File: config.mk
export PLATFORM = sky130hd
export DESIGN_NAME = traffic_light_sequencer_flat
export DESIGN_NICKNAME = d
export VERILOG_FILES = /design/src/rtl/traffic_light_sequencer_if.sv /design/src/rtl/traffic_light_sequencer.sv /design/src/flat_wrapper.sv
export SDC_FILE = /design/constraint.sdc
export NUM_CORES = 1
export LEC_CHECK = 0
export ABC_AREA = 0
export ABC_CLOCK_PERIOD_IN_PS = 3200
export CAP_MARGIN = 10
export CORE_MARGIN = 4
export CORE_UTILIZATION = 51
export CTS_CLUSTER_DIAMETER = 100
export DETAILED_ROUTE_END_ITERATION = 12
export PLACE_DENSITY = 0.79
export SYNTH_ARGS = -nofsm -noshare
export SYNTH_HDL_FRONTEND = slang
export SYNTH_SLANG_ARGS = --single-unit
File: constraint.sdc
create_clock -name clk -period 3.2 [get_ports clk]
set_clock_uncertainty 0.2 [all_clocks]
set_input_delay 0.8 -clock clk [delete_from_list [all_inputs] [get_ports clk]]
set_output_delay 0.8 -clock clk [all_outputs]
set_load 0.01 [all_outputs]
File: src/rtl/traffic_light_sequencer_if.sv
// rtl/traffic_light_sequencer_if.sv - Sequencer control/status bundle; ped_req exists only with PED_REQ_EN.
interface traffic_light_sequencer_if #(parameter int TW = 7);
  logic          tick;
  logic          set_mode;
  logic [TW-1:0] time_green;
  logic [TW-1:0] time_yellow;
  logic [TW-1:0] time_red;
  logic [2:0]    alert_time;
`ifdef PED_REQ_EN
  logic          ped_req;
`endif
  logic [2:0]    light;
  logic [TW-1:0] remain;
  logic [3:0]    remain_tens;
  logic [3:0]    remain_ones;
  logic          phase_done;
  logic          fault;

`ifdef PED_REQ_EN
  modport master (
    output tick, set_mode, time_green, time_yellow, time_red, alert_time, ped_req,
    input  light, remain, remain_tens, remain_ones, phase_done, fault
  );
  modport slave (
    input  tick, set_mode, time_green, time_yellow, time_red, alert_time, ped_req,
    output light, remain, remain_tens, remain_ones, phase_done, fault
  );
`else
  modport master (
    output tick, set_mode, time_green, time_yellow, time_red, alert_time,
    input  light, remain, remain_tens, remain_ones, phase_done, fault
  );
  modport slave (
    input  tick, set_mode, time_green, time_yellow, time_red, alert_time,
    output light, remain, remain_tens, remain_ones, phase_done, fault
  );
`endif
endinterface

File: src/rtl/traffic_light_sequencer.sv
// rtl/traffic_light_sequencer.sv - Green/yellow/red countdown sequencer with blinking-yellow fault mode.
// Optional pedestrian green shortening is enabled by the PED_REQ_EN macro.
module traffic_light_sequencer #(
  parameter int TW = 7
`ifdef PED_REQ_EN
  , parameter logic [TW-1:0] PED_GREEN = 7'd5
`endif
) (
  input logic                      clk,
  input logic                      rst_n,
  traffic_light_sequencer_if.slave bus
);
  typedef enum logic [2:0] {S_SETUP, S_GREEN, S_YELLOW, S_RED, S_FAULT} state_t;

  state_t        r_state;
  logic [2:0]    r_light;
  logic [TW-1:0] r_remain;
  logic          r_phase_done;
  logic          r_fault;
  logic [TW-1:0] r_sh_green;
  logic [TW-1:0] r_sh_yellow;
  logic [TW-1:0] r_sh_red;
  logic          w_bcd_ovf;

  always_ff @(posedge clk or negedge rst_n) begin
    if (!rst_n) begin
      r_state      <= S_SETUP;
      r_light      <= 3'b000;
      r_remain     <= '0;
      r_phase_done <= 1'b0;
      r_fault      <= 1'b0;
      r_sh_green   <= '0;
      r_sh_yellow  <= '0;
      r_sh_red     <= '0;
    end else begin
      r_phase_done <= 1'b0;
      if (bus.set_mode) begin
        r_state  <= S_SETUP;
        r_light  <= 3'b000;
        r_remain <= '0;
        r_fault  <= 1'b0;
      end else begin
        case (r_state)
          S_SETUP: begin
            if (bus.alert_time == 3'b000) begin
              r_state     <= S_GREEN;
              r_sh_green  <= bus.time_green;
              r_sh_yellow <= bus.time_yellow;
              r_sh_red    <= bus.time_red;
              r_remain    <= bus.time_green;
              r_light     <= 3'b001;
            end else begin
              r_state  <= S_FAULT;
              r_light  <= 3'b010;
              r_fault  <= 1'b1;
              r_remain <= '0;
            end
          end
          S_GREEN: begin
`ifdef PED_REQ_EN
            if (bus.ped_req && (r_remain > PED_GREEN)) begin
              r_remain <= PED_GREEN;
            end else
`endif
            if (bus.tick) begin
              // remain==0 is treated like 1 so a zero shadow advances rather than wrapping
              if (r_remain > TW'(1)) begin
                r_remain <= r_remain - TW'(1);
              end else begin
                r_state      <= S_YELLOW;
                r_remain     <= r_sh_yellow;
                r_light      <= 3'b010;
                r_phase_done <= 1'b1;
              end
            end
          end
          S_YELLOW: begin
            if (bus.tick) begin
              if (r_remain > TW'(1)) begin
                r_remain <= r_remain - TW'(1);
              end else begin
                r_state      <= S_RED;
                r_remain     <= r_sh_red;
                r_light      <= 3'b100;
                r_phase_done <= 1'b1;
              end
            end
          end
          S_RED: begin
            if (bus.tick) begin
              if (r_remain > TW'(1)) begin
                r_remain <= r_remain - TW'(1);
              end else begin
                r_state      <= S_GREEN;
                r_remain     <= r_sh_green;
                r_light      <= 3'b001;
                r_phase_done <= 1'b1;
              end
            end
          end
          S_FAULT: begin
            if (bus.tick) begin
              r_light <= r_light ^ 3'b010;
            end
          end
          default: begin
            r_state  <= S_SETUP;
            r_light  <= 3'b000;
            r_remain <= '0;
            r_fault  <= 1'b0;
          end
        endcase
      end
    end
  end

  assign w_bcd_ovf       = (r_remain > TW'(99));
  assign bus.light       = r_light;
  assign bus.remain      = r_remain;
  assign bus.phase_done  = r_phase_done;
  assign bus.fault       = r_fault;
  assign bus.remain_tens = w_bcd_ovf ? 4'hF : 4'(r_remain / TW'(10));
  assign bus.remain_ones = w_bcd_ovf ? 4'hF : 4'(r_remain % TW'(10));
endmodule
File: src/flat_wrapper.sv
// flat-port wrapper written by rule: the top's interface ports become plain ports
module traffic_light_sequencer_flat 
#(
  parameter int TW = 7

)
  (clk, rst_n, bus_tick, bus_set_mode, bus_time_green, bus_time_yellow, bus_time_red, bus_alert_time, bus_light, bus_remain, bus_remain_tens, bus_remain_ones, bus_phase_done, bus_fault);
  traffic_light_sequencer_if #(.TW(TW)) bus_i ();
  input logic clk;
  input logic rst_n;
  input wire logic [$bits(bus_i.tick)-1:0] bus_tick;
  input wire logic [$bits(bus_i.set_mode)-1:0] bus_set_mode;
  input wire logic [$bits(bus_i.time_green)-1:0] bus_time_green;
  input wire logic [$bits(bus_i.time_yellow)-1:0] bus_time_yellow;
  input wire logic [$bits(bus_i.time_red)-1:0] bus_time_red;
  input wire logic [$bits(bus_i.alert_time)-1:0] bus_alert_time;
  output wire logic [$bits(bus_i.light)-1:0] bus_light;
  output wire logic [$bits(bus_i.remain)-1:0] bus_remain;
  output wire logic [$bits(bus_i.remain_tens)-1:0] bus_remain_tens;
  output wire logic [$bits(bus_i.remain_ones)-1:0] bus_remain_ones;
  output wire logic [$bits(bus_i.phase_done)-1:0] bus_phase_done;
  output wire logic [$bits(bus_i.fault)-1:0] bus_fault;
  assign bus_i.tick = bus_tick;
  assign bus_i.set_mode = bus_set_mode;
  assign bus_i.time_green = bus_time_green;
  assign bus_i.time_yellow = bus_time_yellow;
  assign bus_i.time_red = bus_time_red;
  assign bus_i.alert_time = bus_alert_time;
  assign bus_light = bus_i.light;
  assign bus_remain = bus_i.remain;
  assign bus_remain_tens = bus_i.remain_tens;
  assign bus_remain_ones = bus_i.remain_ones;
  assign bus_phase_done = bus_i.phase_done;
  assign bus_fault = bus_i.fault;
  traffic_light_sequencer #(.TW(TW)) u_core (.clk(clk), .rst_n(rst_n), .bus(bus_i));
endmodule
## Yosys cells after proc, flatten, opt, wreduce, memory -nomap -nowiden

Index checks and enable logic that the tools add are counted.
Widths: inputs -> output; s select.

- Register bits: 36
- Input bits: 28
- Output and inout bits: 20
- Logic and storage cells: 72

- $add $sub $neg: 1
- Div/mod/pow operators: 2
- Order comparisons: 2
- Eq/ne operators: 14
- Multiplexer cells: 33
- Bitwise gates (word level): 2
- Reductions and logical operators: 9

Operators with widths:

| cell | count |
|---|---|
| $mux 7 | 8 |
| $pmux 7 s5 | 1 |
| $mux 3 | 11 |
| $pmux 3 s5 | 2 |
| $ne 3x3->1 const B | 8 |
| $reduce_and 7->1 | 2 |
| $mux 4 | 2 |
| $div 7x4->7 const B | 1 |
| $gt 7x1->1 const B | 1 |
| $gt 7x7->1 const B | 1 |
| $mod 7x4->7 const B | 1 |
| $sub 7x1->7 const B | 1 |
| $eq 3x2->1 const B | 2 |
| $logic_not 3->1 | 2 |
| $mux 1 | 6 |
| $mux 2 | 2 |
| $reduce_and 4->1 | 1 |
| $reduce_or 4->1 | 1 |
| $eq 3x1->1 const B | 1 |
| $eq 3x3->1 const B | 1 |
| $reduce_and 3->1 | 1 |
| $reduce_or 3->1 | 1 |
| $ne 2x1->1 const B | 1 |
| $ne 2x2->1 const B | 1 |
| other kinds (3) | 4 |

## Logic depth before layout (Yosys ltp)

Gate-level depths: netlist of the first run.

- Depth after elaboration: 5
- Depth in mapped cells: 9

## Least setup slack after synthesis of the first run

OpenSTA, ideal clock, no wires.

- Path type: flip-flop to output port
- Start point: register u_core.r_remain[3] (netlist: u_core.bus.remain[3])
- End point: output bus_remain_ones[3]
- Data arrival time: 1.981 ns
- Required time: 2.200 ns
- Path slack: 0.219 ns
- Stages on the path, launching flop included: 9
- Path buffers: 1
- Path through: dfrtp_1 > nand2b_1 > clkbuf_1 > nor2_1 > a32o_1 > a21oi_1 > ha_1 > or4_1 > nand3_1

- Cells in the longest elaborated chain, start to end: 2
- Elaborated cells on any way between the ends: 3
- Those cells by class: 1 x div; 1 x order compare; 1 x mux

Ends and longest elaborated chain:

| element | RTL line | text |
|---|---|---|
| start, declared | traffic_light_sequencer.sv:17 | `logic [TW-1:0] r_remain;` |
| start signal, assigned | traffic_light_sequencer.sv:50 | `r_remain <= bus.time_green;` |
| start signal, assigned | traffic_light_sequencer.sv:68 | `r_remain <= r_remain - TW'(1);` |
| start signal, assigned | traffic_light_sequencer.sv:71 | `r_remain <= r_sh_yellow;` |
| $mod 7x4->7 / $gt 7x7->1 (equally long branches) | traffic_light_sequencer.sv:123, traffic_light_sequencer.sv:117 |  |
| $mux 4 (*) | traffic_light_sequencer.sv:123 | `assign bus.remain_ones = w_bcd_ovf ? 4'hF : 4'(r_remain % TW'(10));` |
| end, declared | flat_wrapper.sv:20 | `output wire logic [$bits(bus_i.remain_ones)-1:0] bus_remain_ones;` |

Every way passes the cells marked *; elsewhere a longest branch is shown, timed or not.

## Worst setup path in the final report of the first run

- Start point: register u_core.r_remain[4] (netlist: u_core.bus.remain[4])
- End point: output bus_remain_ones[3]

Same word-level chain as after synthesis.

==> results of run 1 <==
[kinds of logic (layout without fill, tap and decap cells)]
| logic type | after synthesis | in the layout | share of synthesized area [%] |
|---|---|---|---|
| compound gates | 69 | 69 | 20.0 |
| xor+xnor | 4 | 4 | 1.51 |
| fa+ha+maj | 6 | 6 | 3.23 |
| buf+inv | 23 | 87 | 5.33 |
| flops | 36 | 36 | 38.8 |
| mux | 27 | 27 | 14.5 |
| simple gates | 78 | 78 | 16.6 |
[synth_stat cells (4+ instances only)]
cell type	count
nor2b_1	4
o21ai_0	16
mux2_2	10
inv_1	6
nor2_1	27
a21oi_1	14
buf_2	6
ha_1	6
clkbuf_1	7
mux2_4	10
o22ai_1	4
nor3_1	9
buf_6	4
o221ai_1	4
mux2i_1	4
a22oi_1	5
nand3_1	5
nand2_1	14
dfrtp_1	36
nand2b_1	7
[stage by stage]
step	setup WS (ns)	area (µm²)	power, mW
6_report	0.0273	3180	1.21
5_1_grt	-0.0556	3180	1.27
4_1_cts	0.00127	3120	1.22
3_5_place_dp	-0.144	2940	0.871
3_3_place_gp	-0.0828	2940	0.858
2_1_floorplan	0.219	2320	0.758
[worst max-delay path: stages, from the launching register on]
cell and delay (ns):
dfrtp_2 0.44, buf_4 0.16, nor2_4 0.10, a22o_1 0.16
a21oi_2 0.07, ha_2 0.21, or4_1 0.52, nand3_1 0.09
buf_2 0.13
[repair_timing]
item                       4_1_cts  5_1_grt
setup buffers                    2        2
pin swaps                        6        5
resized for setup               34       17
setup endpoints to repair        6        6
[flip-flops by register name, indices dropped and copies added, names as in the netlist]
signal	cells
u_core.bus.remain	7
u_core.r_sh_green	7
u_core.r_sh_red	7
u_core.r_sh_yellow	7
u_core.bus.light	3
u_core.r_state	3
u_core.bus.fault	1
u_core.bus.phase_done	1
[power groups by stage]
stage | Sequential (mW) | Combinational (mW) | Clock, mW
after CTS | 0.581 | 0.289 | 0.345
after floorplan | 0.573 | 0.185 | 0
after global placement | 0.585 | 0.273 | 0
after detailed placement | 0.590 | 0.282 | 0
final | 0.582 | 0.291 | 0.335
after global routing | 0.594 | 0.318 | 0.362
[final timing paths]
| path | start | endpoint | slack [ns] | cells after the start |
|---|---|---|---|---|
| min in group asynchronous | rst_n | u_core.bus.light[0] | 0.71 | 2 |
| worst min-delay path | u_core.r_sh_green[5] | u_core.r_sh_green[5] | 0.30 | 1 |
| worst max register to register | u_core.bus.remain[1] | u_core.bus.light[2] | 0.69 | 8 |
| worst min register to register | u_core.r_sh_green[5] | u_core.r_sh_green[5] | 0.30 | 1 |
| worst max-delay path | u_core.bus.remain[4] | bus_remain_ones[3] | 0.03 | 8 |
| max in group asynchronous | rst_n | u_core.bus.remain[4] | 1.74 | 2 |
[cell type report]
class / count / share of cell area (%)
Clock buffer: 8 / 2.83
Sequential cell: 36 / 28.4
Inverter: 6 / 0.825
Timing Repair Buffer: 73 / 21.1
Tap cell: 52 / 2.04
Multi-Input combinational cell: 184 / 44.8
[per-layer routing]
metal / routed length [µm] / vias to the layer above
li1: - / 1019
met1: 2520 / 1001
met2: 2930 / 71
met3: 295 / 13
met4: 113 / 0
met5: 0 / -
==> impl_metrics.tcl, run 1 <==
set metrics [dict create \
    crit_path_end_kind "output pin" \
    fmax_ghz 0.315 \
    synth_top_area_share_pct 38.8 \
    final_cell_mix "clkdlybuf4s50_1 (41), dfrtp_1 (34), nor2_1 (24)" \
    hold_viol_final 0 \
    cap_violations 0 \
    p_int_mw 0.880 \
    p_leak_nw 1.38 \
    syn_nets 277 \
    syn_avg_cell_area_um2 9.56 \
    die_w_um 75.5 \
    finalMaxSlewViolations 0 \
    fp-row-count 24 \
    drt_iter0_markers 80 \
    worstPathMaxFanout 5 \
    grt_usage_pct 21.7 \
    place_inst 347 \
    ctsHoldBuffers 0 \
    ctsHtreeMaxLevel 2 \
    setup_viol 0 \
    netlist_top_cells_area "dfrtp_1 (39%), mux2_4 (6.5%), mux2_2 (4.8%)" \
    dp_hpwl_um 4130 \
    gp_congestion 0.840 \
    slew_headroom_pct 64.7 \
    drt-pass1-iter-count 4 \
    switchingPower_mw 0.328 \
    synthToLayoutAreaGrowth_pct 37.0 \
    tns_ns 0 \
    top_usage_layer "met2" \
    cts_buffers 5 \
    cp.arrival_ns 2.17 \
    grtUsageMet2_pct 37.8 \
    seq_area_um2 903 \
    p_sw_share_pct 27.2 \
    core-area_mm2 0.00438 \
    antenna_found_initial 0 \
    worst_hold_slack_ns 0.300 \
    status "finished clean" \
    p_per_area_mw_per_mm2 380 \
    numClockSinks 36 \
    cp-start-kind "flop" \
    num_antenna_cells 0 \
    worstHoldPathType "reg2reg" \
    initial_utilization_pct 53.0 \
    rsz0062_at_grt "yes" \
    first_global_vias 2006 \
    grt_pass1_wl_um 9430 \
    cts_tree "built" \
    numPortBuffers 47 \
    final_util_pct 72.6 \
    vias 2104 \
    drive_gt1_share_pct 28.0 \
    dieArea_mm2 0.00570 \
    crit_type "reg2out" \
    min_period_ns 3.17 \
    die_h_um 75.5 \
    p_comb_share_pct 24.1 \
    synth-edff-count 0 \
    grt_overflow 0 \
    syn_area_mm2 0.00232 \
    final_cells 359 \
    met3_usage_pct 4.09 \
    wl_um 5850 \
    synth.yosys.seq_area_share_pct 38.8 \
    ys_seq_elements 36 \
    ir_drop_v 0.000311 \
    required_ns 2.20 \
    fillers 322 \
    avgRoutedWirePerCell_um 16.3 \
    worst_pin_slew_ns 0.527 \
    cts_root_buf "clkbuf_8" \
    seq_power_share_pct 48.2 \
    clk_pin_slew_worst_paths_ns 0.07 \
    antenna_left 0 \
    p_clk_share_pct 27.7 \
    cts_buffer_depth 2 \
    clock_latency_ns 0.29 \
    io_pins 48 \
    synth_cells 243 \
    final_common_cell "clkdlybuf4s50_1" \
    yosysTopAreaCell "dfrtp_1" \
    use_met1_pct 26.7 \
    drcViolationCount 0 \
    grt_max_degree 37 \
    min_period_over_period_pct 99.1 \
    synth.distinct_cells 51 \
    async_flop_share_pct 100 \
    ys_warn_count 0 \
    synthFlopType "dfrtp_1" \
    drt-vias-per-instance 5.86 \
    multi_input_area_mm2 0.00143 \
    nets 340 \
]
No activity file was read; power rests on OpenSTA's default activity.
==> inputs of run 2 (changes only) <==
Settings changed: ABC_CLOCK_PERIOD_IN_PS 3200 to unset.
==> results of run 2 <==
The final DEF is identical to that of run 1; final timing and power are the same.
==> inputs of run 3 (changes only) <==
Settings changed: CTS_CLUSTER_DIAMETER 100 to 80.
==> results of run 3 <==
The final DEF is identical to that of run 1; final timing and power are the same.
